**config.mk**
```make
export PLATFORM = sky130hd
export DESIGN_NAME = shift_iter_unit
export DESIGN_NICKNAME = d
export VERILOG_FILES = /design/src/rtl/shift_pkg.sv /design/src/rtl/shift_step.sv /design/src/rtl/shift_iter_unit.sv
export SDC_FILE = /design/constraint.sdc
export NUM_CORES = 1
export LEC_CHECK = 0
export BUFFER_PORTS_ARGS = -buffer_cell sky130_fd_sc_hd__buf_2
export CORE_AREA = 2 2 74 93
export DETAILED_ROUTE_END_ITERATION = 6
export DIE_AREA = 0 0 76 95
export PLACE_DENSITY = 0.7
export SLEW_MARGIN = 20
export SYNTH_ARGS = -nofsm -noshare
export SYNTH_HDL_FRONTEND = slang
export SYNTH_SLANG_ARGS = --single-unit
```
**constraint.sdc**
```tcl
create_clock -name clk -period 1.6 [get_ports clk]
set_clock_uncertainty 0.2 [all_clocks]
set_input_delay 0.32 -clock clk [delete_from_list [all_inputs] [get_ports clk]]
set_output_delay 0.32 -clock clk [all_outputs]
set_load 0.005 [all_outputs]
```
**src/rtl/shift_pkg.sv**
```systemverilog
`default_nettype none
// ============================================================================
// Module      : shift_pkg
// Description : Op codes, FSM state encoding and width defaults shared by the
//               iterative shifter and its one-bit step datapath.
// Revision    : 1.0  initial release
// ============================================================================
package shift_pkg;

    localparam int DEFAULT_WIDTH   = 32;
    localparam int DEFAULT_SHAMT_W = 5;

    localparam logic [2:0] SH_NOP = 3'b000;
    localparam logic [2:0] SH_SLL = 3'b001;
    localparam logic [2:0] SH_SRL = 3'b010;
    localparam logic [2:0] SH_SRA = 3'b011;
    localparam logic [2:0] SH_ROR = 3'b100;
    localparam logic [2:0] SH_ROL = 3'b101;

    typedef enum logic [1:0] {
        ST_IDLE  = 2'd0,
        ST_SHIFT = 2'd1,
        ST_DONE  = 2'd2
    } state_t;

    // Codes 110/111 behave as NOP, so only the five real shifts need iterations.
    function automatic logic is_shift(input logic [2:0] op);
        return (op >= SH_SLL) && (op <= SH_ROL);
    endfunction

endpackage : shift_pkg
`default_nettype wire

```
**src/rtl/shift_step.sv**
```systemverilog
`default_nettype none
// ============================================================================
// Module      : shift_step
// Description : Combinational one-bit shift/rotate of a WIDTH-bit word.
// Revision    : 1.0  initial release
// ============================================================================
module shift_step
    import shift_pkg::*;
#(
    parameter int WIDTH = DEFAULT_WIDTH
) (
    input  logic [2:0]       op_i,
    input  logic [WIDTH-1:0] data_i,
    output logic [WIDTH-1:0] data_o
);

    always_comb begin
        data_o = data_i;
        case (op_i)
            SH_SLL:  data_o = {data_i[WIDTH-2:0], 1'b0};
            SH_SRL:  data_o = {1'b0, data_i[WIDTH-1:1]};
            SH_SRA:  data_o = {data_i[WIDTH-1], data_i[WIDTH-1:1]};
            SH_ROR:  data_o = {data_i[0], data_i[WIDTH-1:1]};
            SH_ROL:  data_o = {data_i[WIDTH-2:0], data_i[WIDTH-1]};
            default: data_o = data_i;
        endcase
    end

endmodule : shift_step
`default_nettype wire

```
**src/rtl/shift_iter_unit.sv**
```systemverilog
`default_nettype none
// ============================================================================
// Module      : shift_iter_unit
// Description : Multicycle shifter, one bit position per clock, with a
//               start/busy/done handshake for the control FSM.
// Revision    : 1.0  initial release
// ============================================================================
module shift_iter_unit
    import shift_pkg::*;
#(
    parameter int WIDTH   = DEFAULT_WIDTH,
    parameter int SHAMT_W = DEFAULT_SHAMT_W
) (
    input  logic               clk,
    input  logic               reset,
    input  logic               start,
    input  logic [2:0]         op,
    input  logic [SHAMT_W-1:0] shamt,
    input  logic [WIDTH-1:0]   data_in,
    output logic [WIDTH-1:0]   result,
    output logic               busy,
    output logic               done
);

    state_t             state_q;
    logic [WIDTH-1:0]   acc_q;
    logic [WIDTH-1:0]   acc_d;
    logic [SHAMT_W-1:0] cnt_q;
    logic [2:0]         op_q;
    logic               busy_q;
    logic               done_q;

    shift_step #(
        .WIDTH (WIDTH)
    ) u_step (
        .op_i   (op_q),
        .data_i (acc_q),
        .data_o (acc_d)
    );

    // busy/done are registered alongside the state so they switch on the same edge.
    always_ff @(posedge clk) begin
        if (reset) begin
            state_q <= ST_IDLE;
            acc_q   <= '0;
            cnt_q   <= '0;
            op_q    <= SH_NOP;
            busy_q  <= 1'b0;
            done_q  <= 1'b0;
        end else begin
            case (state_q)
                ST_IDLE: begin
                    if (start) begin
                        acc_q  <= data_in;
                        op_q   <= op;
                        cnt_q  <= shamt;
                        busy_q <= 1'b1;
                        if ((shamt != '0) && is_shift(op)) begin
                            state_q <= ST_SHIFT;
                            done_q  <= 1'b0;
                        end else begin
                            state_q <= ST_DONE;
                            done_q  <= 1'b1;
                        end
                    end
                end
                ST_SHIFT: begin
                    acc_q <= acc_d;
                    cnt_q <= cnt_q - 1'b1;
                    if (cnt_q == SHAMT_W'(1)) begin
                        state_q <= ST_DONE;
                        done_q  <= 1'b1;
                    end
                end
                ST_DONE: begin
                    state_q <= ST_IDLE;
                    busy_q  <= 1'b0;
                    done_q  <= 1'b0;
                end
                default: begin
                    state_q <= ST_IDLE;
                    busy_q  <= 1'b0;
                    done_q  <= 1'b0;
                end
            endcase
        end
    end

    assign result = acc_q;
    assign busy   = busy_q;
    assign done   = done_q;

endmodule : shift_iter_unit
`default_nettype wire

```
==> results by group <==
Synth
  – Share of the yosys chip area belonging to registers: 29.3%
  – Distinct cells, synth: 48
  – Syn avg cell area: 9.49 sq um
  – Synthesized netlist net count: 355
  – Cell type with the highest aggregate area in the netlist: dfxtp_1
  – Cell area after synthesis: 2940 sq um
  – Top post-synthesis cells by area: dfxtp_1, o41ai_2, a31o_2, nand3b_1, a21oi_2
  – Post-synthesis sequential element count: 43
  – Area share of the largest cell type after synthesis: 29.3%
  – Total of warnings raised by yosys: 0
  – Number of instances in the synthesized netlist: 310

Placement
  – Final HPWL from detailed placement: 5480 um
  – Placed Cells incl. Taps: 480
  – Port buffer count: 76
  – Gpl congestion: 0.817

Floorplanning
  – Placeable core region: 6400 sq um
  – Die height: 95 um
  – Floorplan die width: 76 um
  – Overall die area: 7220 sq um
  – Initial Utilization: 46.0%
  – Io pins: 77
  – Cell Rows: 33

Worst setup path
  – Data arrival time of the critical path: 1820 ps
  – Cell seen most often among critical-path stages: buf_6
  – Largest fanout on the critical path: 2
  – Startpoint type of the worst setup path: flop
  – Required time of the critical path: 1590 ps
  – Critical Path End Type: flop
  – Worst path slowest cell: or3_4
  – Critical path class: flop to flop
  – Stage delay of the slowest cell on the critical path: 390 ps
  – Worst path cell trace: buf_6 -> or3_4 -> buf_4 -> buf_6 -> a32oi_2 -> a311o_1 -> a21oi_1

Finish
  – Util after Layout: 68.8%
  – Number of inserted filler cells in the final layout: 488
  – Antenna Cells: 0
  – Most frequent cells in the layout: buf_2, dfxtp_1, buf_4
  – Most frequent standard cell in the layout excluding fill and tap cells: buf_2
  – Relative area change from synthesis to final layout: 49.7%
  – Final Net Count: 470
  – Layout cell share with drive strength beyond 1: 60.8%
  – Post-route non-filler standard cell count: 513

Status
  – Run status: complete, but fails checks
  – Violated checks: setup timing

CTS
  – Buffer type at the clock tree root: clkbuf_8
  – Deepest clock path buffer count: 2
  – Inserted Clock Buffers: 5
  – H-Tree Level Count: 2
  – Clock tree from TritonCTS: built
  – Clock latency on the worst-skew pair: 300 ps
  – Clock transition at the registers of the reported paths: 80 ps
  – Num Clock Sinks: 43

Detailed routing
  – Vias after detailed routing: 2938
  – Aggregate routed wire length: 8670 um
  – DRC violation count after routing: 0
  – Antenna violation net count after detailed routing: 0
  – Pre-antenna DRT Iters: 4
  – Avg WL per Cell: 16.9 um
  – Iter 0 DRT Violations: 128
  – Ratio of routed vias to standard cells: 5.73

Global routing
  – GRT Total Usage: 23.5%
  – Antenna violations before repair: 0
  – Wire length of the first global-routing pass: 13700 um
  – Vias in the first global route: 2832
  – Total congestion overflow: 0
  – Largest net degree at the start of global routing: 39

Timing
  – Hold violation total from the final report: 0
  – Worst-Margin Slew: 332 ps
  – Fraction of the cycle the final worst path needs: 115%
  – Total count of max-transition violations in the final report: 0
  – Crit path time final: 1830 ps
  – Final WS setup: -232 ps
  – Timing-limited maximum frequency: 546 MHz
  – Number of setup violations in the final report: 32
  – Worst relative slew slack: 77.8%
  – RSZ-0062 raised after global routing: true

Pwr
  – Peak supply drop: 0.586 mV
  – Static power due to leakage: 1.90 nW
  – P per Cell Area: 871 nW/um^2

Hold path
  – Type of the tightest min-delay check: input port to flop

Flow run
  – Maximum capacitance violations: 0
-- worst max-delay path, delay by kind of cell, from the launching register on --
kind            cells  cell delay, ps
compound gates      3             430
buf+inv             3             370
flops               1             330
simple gates        1             390
-- kinds of logic after synthesis --
family                   count (synthesis)  share of synthesized area [%]
AO/OA/AOI/OAI                          120                           40.1
adder cells (fa/ha/maj)                  2                          0.850
buffers and inverters                   42                           9.23
flip-flops                              43                           29.3
multiplexers                             1                          0.340
AND/OR/NAND/NOR                        102                           20.2
-- per-layer routing --
layer,share of wire [%],GRT usage (%),vias to the layer above
met2,52,44.3,92
met5,0,0,-
met3,4.4,4.02,21
met4,2.2,8.48,0
li1,-,-,1417
met1,42,26.9,1408
-- Yosys cell counts (all sizes together) --
library cell / n
o21ba: 1
nand3b: 32
nor2b: 1
a41o: 1
o211ai: 2
nand2b: 6
buf: 19
nand3: 3
a221oi: 1
o221ai: 1
or2: 1
ha: 2
a211oi: 3
nand2: 13
nor4bb: 1
a31oi: 6
and2b: 1
nand4: 1
dfxtp: 43
or2b: 1
inv: 7
and3: 1
or3b: 1
o21ai: 6
mux2i: 1
or3: 3
nor3b: 1
clkbuf: 16
o41ai: 30
a32oi: 1
a31o: 29
nor4: 1
or4: 1
a21oi: 38
a311o: 1
nor2: 34
-- path summary, 6_finish.rpt --
check / startpoint / end / slack, ps / cells after the start
setup / recovery: op_q[1] / result[31] / -230 / 7
hold / removal: op[2] / op_q[2] / 70 / 3
setup reg to reg: op_q[1] / result[31] / -230 / 7
hold reg to reg: busy / busy / 270 / 2
-- sequential cells by signal, summed over array words and instances, names as in the netlist --
signal / flops
op_q: 3
result: 32
busy: 1
state_q: 2
cnt_q: 5
-- through the flow --
| step | hold slack, ps | area, sq um | total power [W] | worst slack [ps] | setup TNS [ps] |
|---|---|---|---|---|---|
| after floorplan | 248 | 3230 | 0.00233 | -199 | -5630 |
| after global placement | 257 | 3870 | 0.00273 | -217 | -6230 |
| after detailed placement | 272 | 3870 | 0.00277 | -291 | -7560 |
| after CTS | 59.2 | 4290 | 0.00377 | -210 | -5420 |
| after global routing | 68.4 | 4410 | 0.00403 | -265 | -6590 |
| final | 72.2 | 4410 | 0.00384 | -232 | -4990 |
-- cell type report --
| cell class | count | area [sq um] | area share, % |
|---|---|---|---|
| Inverter | 7 | 26.3 | 0.596 |
| Sequential cell | 43 | 872 | 19.8 |
| Clock buffer | 8 | 100 | 2.27 |
| Timing Repair Buffer | 142 | 1130 | 25.7 |
| Tap cell | 87 | 109 | 2.47 |
| Multi-Input combinational cell | 226 | 2170 | 49.2 |
-- power breakdown --
group	internal, W	switching [W]	total [W]
Sequential	0.00121	0.000190	0.00140
Clock	0.000395	0.000384	0.000778
Combinational	0.000889	0.000770	0.00166
-- repair_timing --
action                                  in CTS  in global routing
pin swaps                                   10                  7
setup buffers                               17                  3
cloned                                       5                  0
endpoints found under the setup margin      34                 37
resized for setup                           23                 19
hold endpoints to repair                     0                  0
hold buffers                                 0                  0
Power figures use the tool's default switching activity.
